==> config.mk <==
export PLATFORM = sky130hd
export DESIGN_NAME = mux_2x1_rr_arb_flat
export DESIGN_NICKNAME = d
export VERILOG_FILES = /design/src/rtl/mux_2x1_rr_arb_if.sv /design/src/rtl/mux_2x1_rr_arb.sv /design/src/flat_wrapper.sv
export SDC_FILE = /design/constraint.sdc
export NUM_CORES = 1
export LEC_CHECK = 0
export BUFFER_PORTS_ARGS = -buffer_cell sky130_fd_sc_hd__buf_2
export CAP_MARGIN = 5
export CORE_ASPECT_RATIO = 0.6
export CORE_MARGIN = 1.5
export CORE_UTILIZATION = 34
export DETAILED_ROUTE_END_ITERATION = 6
export GPL_TIMING_DRIVEN = 0
export PLACE_DENSITY = 0.59
export RECOVER_POWER = 25
export SYNTH_ARGS = -nofsm -noshare
export SYNTH_HDL_FRONTEND = slang
export SYNTH_SLANG_ARGS = --single-unit
==> constraint.sdc <==
create_clock -name clk -period 1.7 [get_ports clk]
set_input_delay 0.17 -clock clk [delete_from_list [all_inputs] [get_ports clk]]
set_output_delay 0.17 -clock clk [all_outputs]
set_load 0.01 [all_outputs]
==> src/rtl/mux_2x1_rr_arb_if.sv <==
// ---------------------------------------------------------------------------
// mux_2x1_rr_arb_if
// Bundles the two input streams and the registered output stream of the
// mux_2x1_rr_arb round-robin arbiter.
//
// Handshake: a beat moves on a rising clock edge when valid and ready are both
// high in the cycle before that edge. A producer keeps data/last stable while
// valid is high and ready is low. Ready may depend combinationally on valid.
//
// Signals:
//   in0_valid/in0_data/in0_last/in0_ready  channel 0 input stream
//   in1_valid/in1_data/in1_last/in1_ready  channel 1 input stream
//   out_valid/out_data/out_last/out_ready  registered output stream
//   out_sel                                source channel of the output beat
// Modports:
//   master : environment view (drives the inputs and out_ready)
//   slave  : arbiter view
// ---------------------------------------------------------------------------
interface mux_2x1_rr_arb_if #(
  parameter int WIDTH = 8
);
  logic             in0_valid;
  logic [WIDTH-1:0] in0_data;
  logic             in0_last;
  logic             in0_ready;
  logic             in1_valid;
  logic [WIDTH-1:0] in1_data;
  logic             in1_last;
  logic             in1_ready;
  logic             out_valid;
  logic [WIDTH-1:0] out_data;
  logic             out_last;
  logic             out_sel;
  logic             out_ready;

  modport master (
    output in0_valid, in0_data, in0_last,
    input  in0_ready,
    output in1_valid, in1_data, in1_last,
    input  in1_ready,
    input  out_valid, out_data, out_last, out_sel,
    output out_ready
  );

  modport slave (
    input  in0_valid, in0_data, in0_last,
    output in0_ready,
    input  in1_valid, in1_data, in1_last,
    output in1_ready,
    output out_valid, out_data, out_last, out_sel,
    input  out_ready
  );
endinterface

==> src/rtl/mux_2x1_rr_arb.sv <==
// ---------------------------------------------------------------------------
// mux_2x1_rr_arb
// Two-channel round-robin stream arbiter with a one-deep registered output
// slot. Multi-beat packets (terminated by last=1) are never interleaved: once
// a non-last beat is taken from a channel, the arbiter locks onto it until its
// last beat. out_sel tells the downstream 2x1 mux stage which channel the
// current output beat came from.
//
// Ports:
//   clk        single clock, rising edge
//   rst        asynchronous, active-high reset
//   bus        mux_2x1_rr_arb_if.slave (input streams, output stream, out_sel)
//   state_dbg  current FSM state: 0=ARB, 1=LOCK0, 2=LOCK1
//   prio_dbg   round-robin pointer (channel preferred when both request)
//
// Optional build macro MUX_RR_ARB_STATS_EN adds:
//   stats_clr  synchronous clear of both packet counters (wins over counting)
//   pkt_cnt0   saturating count of accepted last beats on channel 0
//   pkt_cnt1   saturating count of accepted last beats on channel 1
// ---------------------------------------------------------------------------
module mux_2x1_rr_arb #(
  parameter int WIDTH = 8
) (
  input  logic                  clk,
  input  logic                  rst,
  mux_2x1_rr_arb_if.slave       bus,
  output logic [1:0]            state_dbg,
  output logic                  prio_dbg
`ifdef MUX_RR_ARB_STATS_EN
  ,
  input  logic                  stats_clr,
  output logic [15:0]           pkt_cnt0,
  output logic [15:0]           pkt_cnt1
`endif
);

  typedef enum logic [1:0] {
    ARB   = 2'd0,
    LOCK0 = 2'd1,
    LOCK1 = 2'd2
  } state_t;

  state_t           state_q, state_d;
  logic             prio_q, prio_d;
  logic             out_valid_q;
  logic [WIDTH-1:0] out_data_q;
  logic             out_last_q;
  logic             out_sel_q;

  logic             load_en;
  logic             gnt_vld;
  logic             gnt;
  logic             accept;
  logic             acc_last;
  logic [WIDTH-1:0] acc_data;

  // Slot can take a beat when it is empty or being drained this cycle.
  assign load_en = !out_valid_q || bus.out_ready;

  // Grant: in a lock only the owning channel may be granted, even when idle.
  always_comb begin
    gnt_vld = 1'b0;
    gnt     = 1'b0;
    case (state_q)
      ARB: begin
        if (bus.in0_valid && bus.in1_valid) begin
          gnt_vld = 1'b1;
          gnt     = prio_q;
        end else if (bus.in0_valid) begin
          gnt_vld = 1'b1;
          gnt     = 1'b0;
        end else if (bus.in1_valid) begin
          gnt_vld = 1'b1;
          gnt     = 1'b1;
        end
      end
      LOCK0: begin
        gnt_vld = bus.in0_valid;
        gnt     = 1'b0;
      end
      LOCK1: begin
        gnt_vld = bus.in1_valid;
        gnt     = 1'b1;
      end
      default: begin
        gnt_vld = 1'b0;
        gnt     = 1'b0;
      end
    endcase
  end

  // A grant always implies the granted valid is high, so accept is the
  // handshake itself. No beat is taken while reset is held: the slot is
  // being cleared and could not capture it.
  assign accept        = load_en && gnt_vld && !rst;
  assign bus.in0_ready = accept && !gnt;
  assign bus.in1_ready = accept && gnt;
  assign acc_data      = gnt ? bus.in1_data : bus.in0_data;
  assign acc_last      = gnt ? bus.in1_last : bus.in0_last;

  // Next state / pointer: a last beat ends the packet and hands priority to
  // the other channel; a non-last beat locks onto the granted channel.
  always_comb begin
    state_d = state_q;
    prio_d  = prio_q;
    if (accept) begin
      if (acc_last) begin
        state_d = ARB;
        prio_d  = ~gnt;
      end else begin
        state_d = gnt ? LOCK1 : LOCK0;
      end
    end
  end

  always_ff @(posedge clk or posedge rst) begin
    if (rst) begin
      state_q     <= ARB;
      prio_q      <= 1'b0;
      out_valid_q <= 1'b0;
      out_data_q  <= '0;
      out_last_q  <= 1'b0;
      out_sel_q   <= 1'b0;
    end else begin
      state_q <= state_d;
      prio_q  <= prio_d;
      // Drain without load clears only valid; payload and sel hold.
      if (load_en) begin
        out_valid_q <= accept;
        if (accept) begin
          out_data_q <= acc_data;
          out_last_q <= acc_last;
          out_sel_q  <= gnt;
        end
      end
    end
  end

  assign bus.out_valid = out_valid_q;
  assign bus.out_data  = out_data_q;
  assign bus.out_last  = out_last_q;
  assign bus.out_sel   = out_sel_q;
  assign state_dbg     = state_q;
  assign prio_dbg      = prio_q;

`ifdef MUX_RR_ARB_STATS_EN
  logic [15:0] cnt0_q, cnt1_q;

  always_ff @(posedge clk or posedge rst) begin
    if (rst) begin
      cnt0_q <= '0;
      cnt1_q <= '0;
    end else if (stats_clr) begin
      cnt0_q <= '0;
      cnt1_q <= '0;
    end else if (accept && acc_last) begin
      if (!gnt && (cnt0_q != 16'hFFFF)) cnt0_q <= cnt0_q + 16'd1;
      if (gnt && (cnt1_q != 16'hFFFF))  cnt1_q <= cnt1_q + 16'd1;
    end
  end

  assign pkt_cnt0 = cnt0_q;
  assign pkt_cnt1 = cnt1_q;
`endif

endmodule
==> src/flat_wrapper.sv <==
// flat-port wrapper written by rule: the top's interface ports become plain ports
module mux_2x1_rr_arb_flat 
#(
  parameter int WIDTH = 8
)
  (clk, rst, state_dbg, prio_dbg, bus_in0_valid, bus_in0_data, bus_in0_last, bus_in0_ready, bus_in1_valid, bus_in1_data, bus_in1_last, bus_in1_ready, bus_out_valid, bus_out_data, bus_out_last, bus_out_sel, bus_out_ready);
  mux_2x1_rr_arb_if #(.WIDTH(WIDTH)) bus_i ();
  input  logic clk;
  input  logic rst;
  output logic [1:0] state_dbg;
  output logic prio_dbg;
  input wire logic [$bits(bus_i.in0_valid)-1:0] bus_in0_valid;
  input wire logic [$bits(bus_i.in0_data)-1:0] bus_in0_data;
  input wire logic [$bits(bus_i.in0_last)-1:0] bus_in0_last;
  output wire logic [$bits(bus_i.in0_ready)-1:0] bus_in0_ready;
  input wire logic [$bits(bus_i.in1_valid)-1:0] bus_in1_valid;
  input wire logic [$bits(bus_i.in1_data)-1:0] bus_in1_data;
  input wire logic [$bits(bus_i.in1_last)-1:0] bus_in1_last;
  output wire logic [$bits(bus_i.in1_ready)-1:0] bus_in1_ready;
  output wire logic [$bits(bus_i.out_valid)-1:0] bus_out_valid;
  output wire logic [$bits(bus_i.out_data)-1:0] bus_out_data;
  output wire logic [$bits(bus_i.out_last)-1:0] bus_out_last;
  output wire logic [$bits(bus_i.out_sel)-1:0] bus_out_sel;
  input wire logic [$bits(bus_i.out_ready)-1:0] bus_out_ready;
  assign bus_i.in0_valid = bus_in0_valid;
  assign bus_i.in0_data = bus_in0_data;
  assign bus_i.in0_last = bus_in0_last;
  assign bus_in0_ready = bus_i.in0_ready;
  assign bus_i.in1_valid = bus_in1_valid;
  assign bus_i.in1_data = bus_in1_data;
  assign bus_i.in1_last = bus_in1_last;
  assign bus_in1_ready = bus_i.in1_ready;
  assign bus_out_valid = bus_i.out_valid;
  assign bus_out_data = bus_i.out_data;
  assign bus_out_last = bus_i.out_last;
  assign bus_out_sel = bus_i.out_sel;
  assign bus_i.out_ready = bus_out_ready;
  mux_2x1_rr_arb #(.WIDTH(WIDTH)) u_core (.clk(clk), .rst(rst), .bus(bus_i), .state_dbg(state_dbg), .prio_dbg(prio_dbg));
endmodule
=== Word-level counts from Yosys, hierarchy flattened ===
Index checks and enable logic that the tools add are counted.
Widths: inputs -> output; s select.

* Flip-flop bits (word level): 14
* Bits of input ports: 23
* Logic and storage cells: 32

* Equal/unequal tests: 2
* Mux-type cells: 11
* Bitwise gates (word level): 1
* Reduce and logical (&&, ||, !) cells: 12

{| class="wikitable"
|+ Operators by type and width
! kind !! count
|-
| $mux 8 || 1
|-
| $mux 1 || 6
|-
| $logic_and 1x1->1 || 5
|-
| $mux 2 || 2
|-
| $reduce_and 2->1 || 2
|-
| $logic_not 1->1 || 3
|-
| $pmux 1 s3 || 1
|-
| $eq 2x1->1 const B || 1
|-
| $eq 2x2->1 const B || 1
|-
| $logic_not 2->1 || 1
|-
| $pmux 1 s2 || 1
|-
| $logic_or 1x1->1 || 1
|-
| $not 1->1 || 1
|}

=== Depth between registers and ports, before layout ===
Gate-level depths: netlist (run 1).

* Depth in word-level cells: 7
* Depth in mapped cells: 5
* Mapped depth without buffers: 4

=== Worst setup path before layout (run 1) ===
Ideal clock, no wire load.

* Path type: register -> register
* Start: register u_core.state_q[0] (netlist: u_core.state_dbg[0])
* End: register u_core.state_q[0] (netlist: u_core.state_dbg[0])
* Library setup time: 0.125 ns
* Arrival: 1.302 ns
* Data required time: 1.575 ns
* Path slack: 0.274 ns
* Stages on the path, launching flop included: 4
* Buffers on the path: 0
* Clock period less this slack: 1.426 ns
* Cells stage by stage: dfrtp_1 -> nand2b_4 -> a221oi_4 -> mux2_2

* Cells in the longest elaborated chain, start to end: 4

{| class="wikitable"
|+ Ends and longest elaborated chain
! element !! line !! text
|-
| start: declaration || mux_2x1_rr_arb.sv:43 || <nowiki>state_t state_q, state_d;</nowiki>
|-
| start signal: assignment || mux_2x1_rr_arb.sv:125 || <nowiki>state_q <= state_d;</nowiki>
|-
| $eq 2x2->1 (tied with other cells) || mux_2x1_rr_arb.sv:64 || <nowiki>case (state_q)</nowiki>
|-
| $pmux 1 s2 / $pmux 1 s3 (equally long branches) || mux_2x1_rr_arb.sv:64 ||
|-
| $mux 2 (tied with other cells) || mux_2x1_rr_arb.sv:111 || <nowiki>state_d = gnt ? LOCK1 : LOCK0;</nowiki>
|-
| $mux 2 / $logic_and 1x1->1 (equally long branches) || mux_2x1_rr_arb.sv:107, mux_2x1_rr_arb.sv:95 ||
|}

Several ways; a longest one is shown, not always the timed one.
A chain may end at the register's enable or synchronous reset.

=== Worst setup path in the final report (run 1) ===
* Start: register u_core.state_q[0] (netlist: u_core.state_dbg[0])
* End: output bus_in0_ready

* Cells in the longest elaborated chain, start to end: 5

{| class="wikitable"
|+ Ends and longest elaborated chain
! element !! line !! text
|-
| $eq 2x2->1 (tied with other cells) || mux_2x1_rr_arb.sv:64 ||
|-
| $pmux 1 s3 || mux_2x1_rr_arb.sv:64 ||
|-
| $logic_and 1x1->1 (2 in a row) || mux_2x1_rr_arb.sv:95 || <nowiki>assign accept = load_en && gnt_vld && !rst;</nowiki>
|-
| $logic_and 1x1->1 * || mux_2x1_rr_arb.sv:96 || <nowiki>assign bus.in0_ready = accept && !gnt;</nowiki>
|-
| end: declaration || flat_wrapper.sv:15 || <nowiki>output wire logic [$bits(bus_i.in0_ready)-1:0] bus_in0_ready;</nowiki>
|}

Every way passes the cells marked *; elsewhere a longest branch is shown, timed or not.

==> run_results.csv, run 1 <==
group,metric,value,unit
final_layout,n_antenna_cell,0,
logic_synthesis,syn_area,744,µm²
clock_network,clkSinkCount,14,
power_and_ir_drop,ir_drop,0.734,mV
floorplan,floorplan.io_pins,39,
power_and_ir_drop,p_leak,0.525,nW
sta,slew_viol_final,0,
floorplan,core_footprint,1950,µm²
final_layout,fin_nets,137,
route,routed-wl-met2,704,µm
logic_synthesis,mappedNetlistNets,88,
sta,fmax,0.598,GHz
place,io_buffers,38,
sta,post-route-min-period,1.67,ns
setup_path,cp-start-kind,"flip-flop",
setup_path,endpoint_kind,"output port",
route,highest_layer,"met3",
route,route.detailed.vias_per_inst,4.54,
final_layout,area_growth_syn_to_layout,42.7,%
route,route.antenna.remaining_nets,0,
route,avgRoutedWirePerCell,11.7,µm
hold_path,min-delay-path-class,"in -> reg",
floorplan,die-height,39.2,µm
final_layout,final_design_area_no_fill,1060,µm²
clock_network,cts.clk_slew.worst_paths,0.08,ns
route,detailed_route_wirelength_on_metal3,117,µm
global_route,number_of_antenna_violations_at_the_first_check_in_global_routing,0,
final_layout,mostFrequentLayoutCell,"buf_2",
place,placedInstanceArea,970,µm²
status,run_status,"completed",
setup_path,cp.required,1.53,ns
logic_synthesis,post_synth.cell_area_avg,11.5,µm²
floorplan,fp.dieW,63.4,µm
sta,layout_worst_path_cycle_share,98.4,%
route,drt_wl_total,1640,µm
route,detailroute.via_count,636,
sta,rsz0062_at_grt,"true",
setup_path,crit_arrival,1.50,ns
sta,timing.max_slew.rel_slack,63.7,%
sta,timing.hold.ws,0.0965,ns
place,gp_congestion,0.705,
setup_path,largest_fanout_on_the_critical_path,4,
route,initialDrtViolationCount,7,
logic_synthesis,ys_types,17,
global_route,grt_overflow,0,
clock_network,cts_root_buf,"clkbuf_4",
floorplan,floorplan.initialDensity,38.1,%
logic_synthesis,ys_warn_count,0,
sta,worst_clock_skew_on_the_final_layout,0.00617,ns
clock_network,worstSkewPairLatency,0.27,ns
sta,final_hold_viol_count,0,
clock_network,clock_tree_buf_depth,2,
place,dpl.hpwl,1240,µm
clock_network,tritoncts_clock_tree,"yes",
clock_network,tritoncts.num_buffers,3,
route,wirelength_met1,821,µm
sta,setup_viol,0,
floorplan,overall_die_area,2490,µm²
hold_path,worst_hold_path.num_cells,2,
final_layout,drive_above_1_share,58.9,%
setup_path,type_of_the_worst_setup_path,"reg -> out",
setup_path,r2r_cells,6,
logic_synthesis,ys_seq_area_share,47.1,%
power_and_ir_drop,power_per_cell_area,1640,nW/µm²
route,drt_first_pass_iters,2,
global_route,via_count_of_the_first_global_routing_pass,552,
run,timing.max_cap.violations,0,
global_route,wire_length_of_the_first_global_routing_pass,2700,µm
final_layout,final_cell_mix,"37 x buf_2, 14 x dfrtp_1, 10 x nor2_1",
global_route,grt_start_max_net_pins,15,
sta,timing_worst_slew_pin_value,0.544,ns
floorplan,rows,12,
clock_network,cts-htree-levels,1,
logic_synthesis,synth-seq-cells,14,
global_route,global_route.usage.total,15.1,%
logic_synthesis,synth_cells,65,
route,post-route-drc-count,0,
==> cell families after synthesis <==
| family | share of synthesized area (%) |
|---|---|
| AO/OA/AOI/OAI | 20.8 |
| multiplexers | 13.6 |
| AND/OR/NAND/NOR | 11.4 |
| flip-flops | 47.1 |
| buffers and inverters | 7.06 |
==> Yosys cell counts (all sizes together) <==
| library cell | number | area (µm²) |
|---|---|---|
| o21ai | 1 | 5.00 |
| a21oi | 11 | 88.8 |
| mux2 | 1 | 11.3 |
| o22ai | 2 | 18.8 |
| nand2b | 2 | 27.5 |
| a221oi | 1 | 26.3 |
| buf | 3 | 33.8 |
| nor2 | 10 | 37.5 |
| a21o | 1 | 7.51 |
| nand2 | 2 | 7.51 |
| mux2i | 9 | 90.1 |
| o2bb2ai | 1 | 8.76 |
| inv | 5 | 18.8 |
| nor2b | 2 | 12.5 |
| dfrtp | 14 | 350 |
==> state kept, by name, indices dropped and copies added (netlist names) <==
name,flops
u_core.bus.out_last,1
u_core.state_dbg,2
u_core.bus.out_sel,1
u_core.bus.out_valid,1
u_core.bus.out_data,8
u_core.prio_dbg,1
==> repair_timing <==
item	4_1_cts	5_1_grt
endpoints found under the hold margin	14	0
setup buffers	3	2
pin swaps	1	1
setup endpoints to repair	2	3
gates resized for setup	2	5
hold buffers	1	0
==> through the flow <==
step	cells	setup WS [ns]	setup TNS [ns]	utilization, %	total power [mW]
3_5_place_dp	131	0.180	0	49.7	1.44
6_report	140	0.0270	0	54.4	1.75
2_1_floorplan	65	0.274	0	-	1.16
4_1_cts	138	0.0193	0	53.1	1.70
5_1_grt	140	-0.0378	-0.0728	54.4	1.89
3_3_place_gp	131	0.209	0	49.7	1.42
==> per-layer routing <==
| layer | vias to the layer above | global-route usage (%) |
|---|---|---|
| li1 | 318 | - |
| met1 | 295 | 21.4 |
| met2 | 23 | 22.1 |
| met3 | 0 | 7.00 |
| met4 | 0 | 0 |
| met5 | - | 0 |
==> cell type report <==
type | instances | area (µm²)
timing repair buffer | 44 | 240
fill | 204 | 890
buffer | 3 | 37.5
inverter | 5 | 18.8
sequential | 14 | 350
tap | 28 | 35.0
clock buffer | 3 | 22.5
multi-input combinational | 43 | 358
==> power by group <==
part	switching [mW]	leakage, nW	internal (mW)
registers	0.101	0.158	0.488
logic	0.474	0.353	0.503
clock network	0.0988	0.0138	0.0819
==> critical path, stage by stage, from the launching register on <==
cell      delay (ns)
dfrtp_1         0.43
nand2b_4        0.19
a221oi_4        0.30
nor2b_1         0.17
buf_2           0.13
==> worst paths after layout <==
| path | start | end | slack [ns] |
|---|---|---|---|
| max | u_core.state_dbg[0] | bus_in0_ready | 0.03 |
| min | bus_in1_last | u_core.state_dbg[1] | 0.1 |
| min reg2reg | u_core.bus.out_data[1] | u_core.bus.out_data[1] | 0.51 |
| min in group asynchronous | rst | u_core.prio_dbg | 0.54 |
| max reg2reg | u_core.state_dbg[0] | u_core.bus.out_data[4] | 0.10 |
| max in group asynchronous | rst | u_core.bus.out_data[1] | 0.80 |
(Power assumes the default switching activity.)
==> inputs of run 2 (changes only) <==
--- a/config.mk
+++ b/config.mk
@@ -10,8 +10,10 @@
 export CORE_ASPECT_RATIO = 0.6
 export CORE_MARGIN = 1.5
 export CORE_UTILIZATION = 34
+export CTS_CLUSTER_DIAMETER = 80
 export DETAILED_ROUTE_END_ITERATION = 6
 export GPL_TIMING_DRIVEN = 0
+export HOLD_SLACK_MARGIN = 0.06
 export PLACE_DENSITY = 0.59
 export RECOVER_POWER = 25
 export SYNTH_ARGS = -nofsm -noshare
==> constraint.sdc (replaced) <==
create_clock -name clk -period 1.8 [get_ports clk]
set_input_delay 0.18 -clock clk [delete_from_list [all_inputs] [get_ports clk]]
set_output_delay 0.18 -clock clk [all_outputs]
set_load 0.01 [all_outputs]
==> run_results.csv, run 2 (synthesized netlist as in run 1, its figures left out) <==
group,metric,value,unit
power_and_ir_drop,p_switching,0.630,mW
final_layout,final_design_area_no_fill,1070,µm²
setup_path,cp.required,1.62,ns
sta,rsz0062_at_grt,"false",
sta,final_hold_viol_count,0,
setup_path,endpoint_kind,"output port",
sta,timing.max_slew.rel_slack,64.1,%
setup_path,largest_fanout_on_the_critical_path,8,
floorplan,core_footprint,1950,µm²
global_route,grt_overflow,0,
floorplan,floorplan.io_pins,39,
final_layout,area_growth_syn_to_layout,44.4,%
route,post-route-drc-count,0,
sta,setup_viol,0,
clock_network,tritoncts_clock_tree,"yes",
power_and_ir_drop,pwr-share-seq,33.0,%
setup_path,cp-start-kind,"flip-flop",
sta,layout_worst_path_cycle_share,92.9,%
global_route,grt_start_max_net_pins,15,
route,drt_wl_total,1600,µm
final_layout,fin_nets,140,
floorplan,floorplan.initialDensity,38.1,%
final_layout,final_cell_mix,"37 x buf_2, 14 x dfrtp_1, 10 x nor2_1",
global_route,number_of_antenna_violations_at_the_first_check_in_global_routing,0,
setup_path,type_of_the_worst_setup_path,"reg -> out",
setup_path,timing.critical_path.slowest_stage_cell,"dfrtp_1",
final_layout,fin_util,55.1,%
global_route,global_route.usage.total,14.7,%
clock_network,clkSinkCount,14,
power_and_ir_drop,power_per_cell_area,1560,nW/µm²
power_and_ir_drop,p_int,1.04,mW
final_layout,flip_flop_count_of_the_largest_register_after_layout,8,
setup_path,crit_arrival,1.49,ns
sta,slew_viol_final,0,
route,route.antenna.remaining_nets,0,
sta,fmax,0.598,GHz
clock_network,clock_tree_buf_depth,2,
final_layout,n_antenna_cell,0,
setup_path,crit_chain,"nand2b_4 -> o22ai_4 -> buf_8 -> nand2_2 -> inv_1 -> buf_2",
setup_path,slowest_delay,0.43,ns
final_layout,mostFrequentLayoutCell,"buf_2",
status,run_status,"completed",
global_route,wire_length_of_the_first_global_routing_pass,2630,µm
floorplan,fp.dieW,63.4,µm
route,initialDrtViolationCount,11,
route,route.detailed.vias_per_inst,4.46,
power_and_ir_drop,power_frac_clock,10.3,%
sta,worst_clock_skew_on_the_final_layout,0.00848,ns
floorplan,overall_die_area,2490,µm²
route,avgRoutedWirePerCell,11.2,µm
clock_network,cts-htree-levels,1,
route,detailroute.via_count,638,
place,placedInstanceArea,970,µm²
floorplan,rows,12,
place,gp_congestion,0.705,
sta,timing_worst_slew_pin_value,0.538,ns
run,timing.max_cap.violations,0,
sta,post-route-min-period,1.67,ns
power_and_ir_drop,comb_power_share,56.7,%
clock_network,tritoncts.num_buffers,3,
power_and_ir_drop,power_switching_share,37.7,%
hold_path,min-delay-path-class,"in -> reg",
power_and_ir_drop,p_leak,0.541,nW
final_layout,drive_above_1_share,57.4,%
clock_network,cts.clk_slew.worst_paths,0.08,ns
global_route,via_count_of_the_first_global_routing_pass,538,
clock_network,cts_root_buf,"clkbuf_4",
sta,fin_tns_setup,0,ns
power_and_ir_drop,ir_drop,0.610,mV
place,io_buffers,38,
clock_network,worstSkewPairLatency,0.27,ns
place,dpl.hpwl,1240,µm
floorplan,die-height,39.2,µm
route,drt_first_pass_iters,4,
run 2: cell types whose count changed in the layout (fill, tap and decap cells not counted), sizes merged:
cell  delta
buf      +3
run 2: worst paths after layout:
kind / end / depth (start not counted) / slack [ns] / startpoint
max in group asynchronous: u_core.bus.out_data[1] / 3 / 0.89 / rst
min: u_core.state_dbg[1] / 2 / 0.11 / bus_in1_last
min reg2reg: u_core.bus.out_data[1] / 2 / 0.51 / u_core.bus.out_data[1]
max: bus_in1_ready / 6 / 0.13 / u_core.state_dbg[0]
max reg2reg: u_core.bus.out_data[0] / 7 / 0.15 / u_core.state_dbg[0]
min in group asynchronous: u_core.bus.out_data[0] / 3 / 0.55 / rst
run 2: area by class of cell:
class	instances	area, µm²
Fill cell	199	877
Multi-Input combinational cell	43	352
Sequential cell	14	350
Timing Repair Buffer	47	259
Buffer	3	37.5
Tap cell	28	35.0
Clock buffer	3	22.5
Inverter	5	18.8
run 2: per-stage QoR:
| step | total power [mW] | hold WS [ns] | std cells | setup slack [ns] |
|---|---|---|---|---|
| after global routing | 1.81 | 0.118 | 143 | 0.00849 |
| after detailed placement | 1.36 | 0.292 | 131 | 0.280 |
| after global placement | 1.34 | 0.288 | 131 | 0.299 |
| after CTS | 1.56 | 0.0991 | 136 | 0.0248 |
| after floorplan | 1.10 | 0.0692 | 65 | 0.374 |
| final | 1.67 | 0.106 | 143 | 0.128 |
run 2: repair_timing:
item | CTS | global route
pin swaps | 1 | 1
endpoints found under the hold margin | 14 | 0
gates resized for setup | 1 | 2
hold buffers | 1 | 0
setup buffers | 1 | 7
setup endpoints to repair | 1 | 1
run 2: power groups by stage:
stage | clock, mW | sequential, mW | combinational [mW]
3_5_place_dp | 0 | 0.559 | 0.799
4_1_cts | 0.175 | 0.556 | 0.826
2_1_floorplan | 0 | 0.626 | 0.469
5_1_grt | 0.194 | 0.579 | 1.04
3_3_place_gp | 0 | 0.550 | 0.790
6_report | 0.172 | 0.553 | 0.948
run 2: worst max-delay path, delay by kind of cell (launching register included):
kind	cells	cell delay, ns
simple gates	2	0.25
buf+inv	3	0.33
flops	1	0.43
compound gates	1	0.20
run 2: per-layer routing:
| layer | global-route usage (%) | vias up | routed length [µm] |
|---|---|---|---|
| li1 | - | 324 | - |
| met1 | 20.5 | 291 | 782 |
| met2 | 21.6 | 23 | 704 |
| met3 | 7.00 | 0 | 117 |
| met4 | 0 | 0 | 0 |
| met5 | 0 | - | 0 |
==> inputs of run 3 (changes only) <==
--- a/config.mk
+++ b/config.mk
@@ -12,9 +12,10 @@
 export CORE_UTILIZATION = 34
 export CTS_CLUSTER_DIAMETER = 80
 export DETAILED_ROUTE_END_ITERATION = 6
+export GPL_ROUTABILITY_DRIVEN = 0
 export GPL_TIMING_DRIVEN = 0
 export HOLD_SLACK_MARGIN = 0.06
-export PLACE_DENSITY = 0.59
+export PLACE_DENSITY = 0.71
 export RECOVER_POWER = 25
 export SYNTH_ARGS = -nofsm -noshare
 export SYNTH_HDL_FRONTEND = slang
==> run_results.csv, run 3 (synthesized netlist as in run 1, its figures left out) <==
group,metric,value,unit
status,run_status,"completed",
route,avgRoutedWirePerCell,11.3,µm
floorplan,overall_die_area,2490,µm²
clock_network,tritoncts.num_buffers,3,
final_layout,flip_flop_count_of_the_largest_register_after_layout,8,
power_and_ir_drop,ir_drop,0.623,mV
floorplan,fp.dieW,63.4,µm
place,dpl.hpwl,1200,µm
setup_path,largest_fanout_on_the_critical_path,6,
final_layout,area_growth_syn_to_layout,39.8,%
route,detailroute.via_count,624,
route,initialDrtViolationCount,14,
setup_path,cp_top_delay_family,"flip-flops",
hold_path,worst_hold_path.num_cells,2,
power_and_ir_drop,p_switching,0.625,mW
floorplan,die-height,39.2,µm
final_layout,final_design_area_no_fill,1040,µm²
final_layout,final_cell_mix,"29 x buf_2, 13 x dfrtp_1, 10 x nor2_1",
sta,setup_viol,0,
global_route,grt_overflow,0,
setup_path,r2r_cells,6,
global_route,number_of_antenna_violations_at_the_first_check_in_global_routing,0,
power_and_ir_drop,p_leak,0.505,nW
global_route,via_count_of_the_first_global_routing_pass,557,
final_layout,multi_input_comb_area,349,µm²
place,io_buffers,38,
sta,slew_viol_final,0,
setup_path,crit_arrival,1.54,ns
global_route,global_route.usage.total,14.2,%
sta,fmax,0.580,GHz
setup_path,path_buf_inv,3,
power_and_ir_drop,pwr-share-seq,35.0,%
final_layout,n_antenna_cell,0,
route,route.antenna.remaining_nets,0,
clock_network,cts-htree-levels,1,
setup_path,slowest_delay,0.44,ns
run,timing.max_cap.violations,0,
place,dp_cells,131,
floorplan,rows,12,
global_route,wire_length_of_the_first_global_routing_pass,2530,µm
route,post-route-drc-count,0,
clock_network,clock_tree_buf_depth,2,
setup_path,crit_chain,"nand2b_4 -> o22ai_4 -> buf_8 -> nand2_1 -> inv_1 -> buf_2",
hold_path,hold_path_end,"u_core.state_dbg[1]",
sta,final_hold_viol_count,0,
power_and_ir_drop,power_per_cell_area,1540,nW/µm²
setup_path,cp.required,1.62,ns
route,route.detailed.vias_per_inst,4.46,
final_layout,fin_nets,137,
clock_network,worstSkewPairLatency,0.27,ns
sta,worst_clock_skew_on_the_final_layout,0.00149,ns
sta,fin_tns_setup,0,ns
setup_path,timing.critical_path.slowest_stage_cell,"dfrtp_2",
final_layout,area.sequential,352,µm²
hold_path,min-delay-path-class,"in -> reg",
power_and_ir_drop,p_int,0.974,mW
sta,layout_worst_path_cycle_share,95.8,%
final_layout,drive_above_1_share,49.1,%
setup_path,endpoint_kind,"output port",
setup_path,reg2reg_from,"u_core.state_dbg[0]",
global_route,grt_start_max_net_pins,15,
setup_path,type_of_the_worst_setup_path,"reg -> out",
power_and_ir_drop,comb_power_share,54.4,%
clock_network,cts_root_buf,"clkbuf_4",
setup_path,cp-start-kind,"flip-flop",
power_and_ir_drop,power_switching_share,39.1,%
sta,post-route-min-period,1.72,ns
place,placedInstanceArea,970,µm²
route,drt_wl_total,1580,µm
clock_network,cts.clk_slew.worst_paths,0.08,ns
clock_network,tritoncts_clock_tree,"yes",
final_layout,mostFrequentLayoutCell,"buf_2",
floorplan,core_footprint,1950,µm²
clock_network,clkSinkCount,14,
final_layout,final_cell_count_no_fill,140,
route,drt_first_pass_iters,2,
hold_path,hold_path_startpoint,"bus_in1_last",
final_layout,fillerInstances,197,
sta,timing_worst_slew_pin_value,0.531,ns
setup_path,ff2ff_setup_slack,0.23,ns
floorplan,floorplan.initialDensity,38.1,%
floorplan,floorplan.io_pins,39,
sta,timing.max_slew.rel_slack,64.5,%
setup_path,critical_path.reg2reg.endpoint,"u_core.bus.out_data[3]",
setup_path,timing.critical_path.depth,6,
power_and_ir_drop,power_frac_clock,10.6,%
## run 3: changes by cell type in the layout (fill, tap and decap cells not counted)
cell / delta
buf_4: -3
dfrtp_1: -1
dfrtp_2: +1
clkbuf_1: +8
nand2_1: +1
buf_2: -8
nand2_2: -1
## run 3: worst max-delay path by stage
stage | startpoint | endpoint | slack (ns)
after detailed placement | u_core.state_dbg[0] | bus_in1_ready | 0.28
after CTS | u_core.state_dbg[0] | bus_in1_ready | 0.009
after floorplan | u_core.state_dbg[0] | u_core.state_dbg[0] | 0.37
after global placement | u_core.state_dbg[0] | bus_in1_ready | 0.29
after global routing | u_core.state_dbg[0] | bus_in1_ready | -0.02
final | u_core.state_dbg[0] | bus_in1_ready | 0.08
## run 3: what timing repair did
action	in CTS	in global routing
hold endpoints to repair	14	0
setup endpoints to repair	1	1
pin swaps	1	1
setup buffers	1	4
resized for setup	1	2
hold buffers	1	0
## run 3: cell type report
type,count,area share (%)
clock buffer,3,2.16
sequential,14,33.8
buffer,3,3.61
timing repair buffer,44,21.8
tap,28,3.37
multi-input combinational,43,33.5
inverter,5,1.80
## run 3: stage by stage
step                util, %  worst slack (ns)  hold WS [ns]  power (mW)
global placement       49.7             0.293         0.282        1.34
detailed placement     49.7             0.279         0.290        1.36
global route           53.3           -0.0205        0.0943        1.73
floorplan                 -             0.374        0.0692        1.10
finish                 53.3            0.0752         0.107        1.60
CTS                    52.1           0.00947        0.0920        1.56
## run 3: layer usage
metal  global-route usage [%]  routed length (µm)
met1                     19.5                 772
met2                     20.0                 669
met3                     5.83                 128
met4                     4.89                  10
met5                        0                   0
## run 3: power groups by stage
stage	Sequential [mW]	Clock [mW]	Combinational (mW)
3_5_place_dp	0.557	0	0.798
6_report	0.560	0.169	0.871
4_1_cts	0.555	0.182	0.825
5_1_grt	0.583	0.193	0.950
2_1_floorplan	0.626	0	0.469
3_3_place_gp	0.554	0	0.787
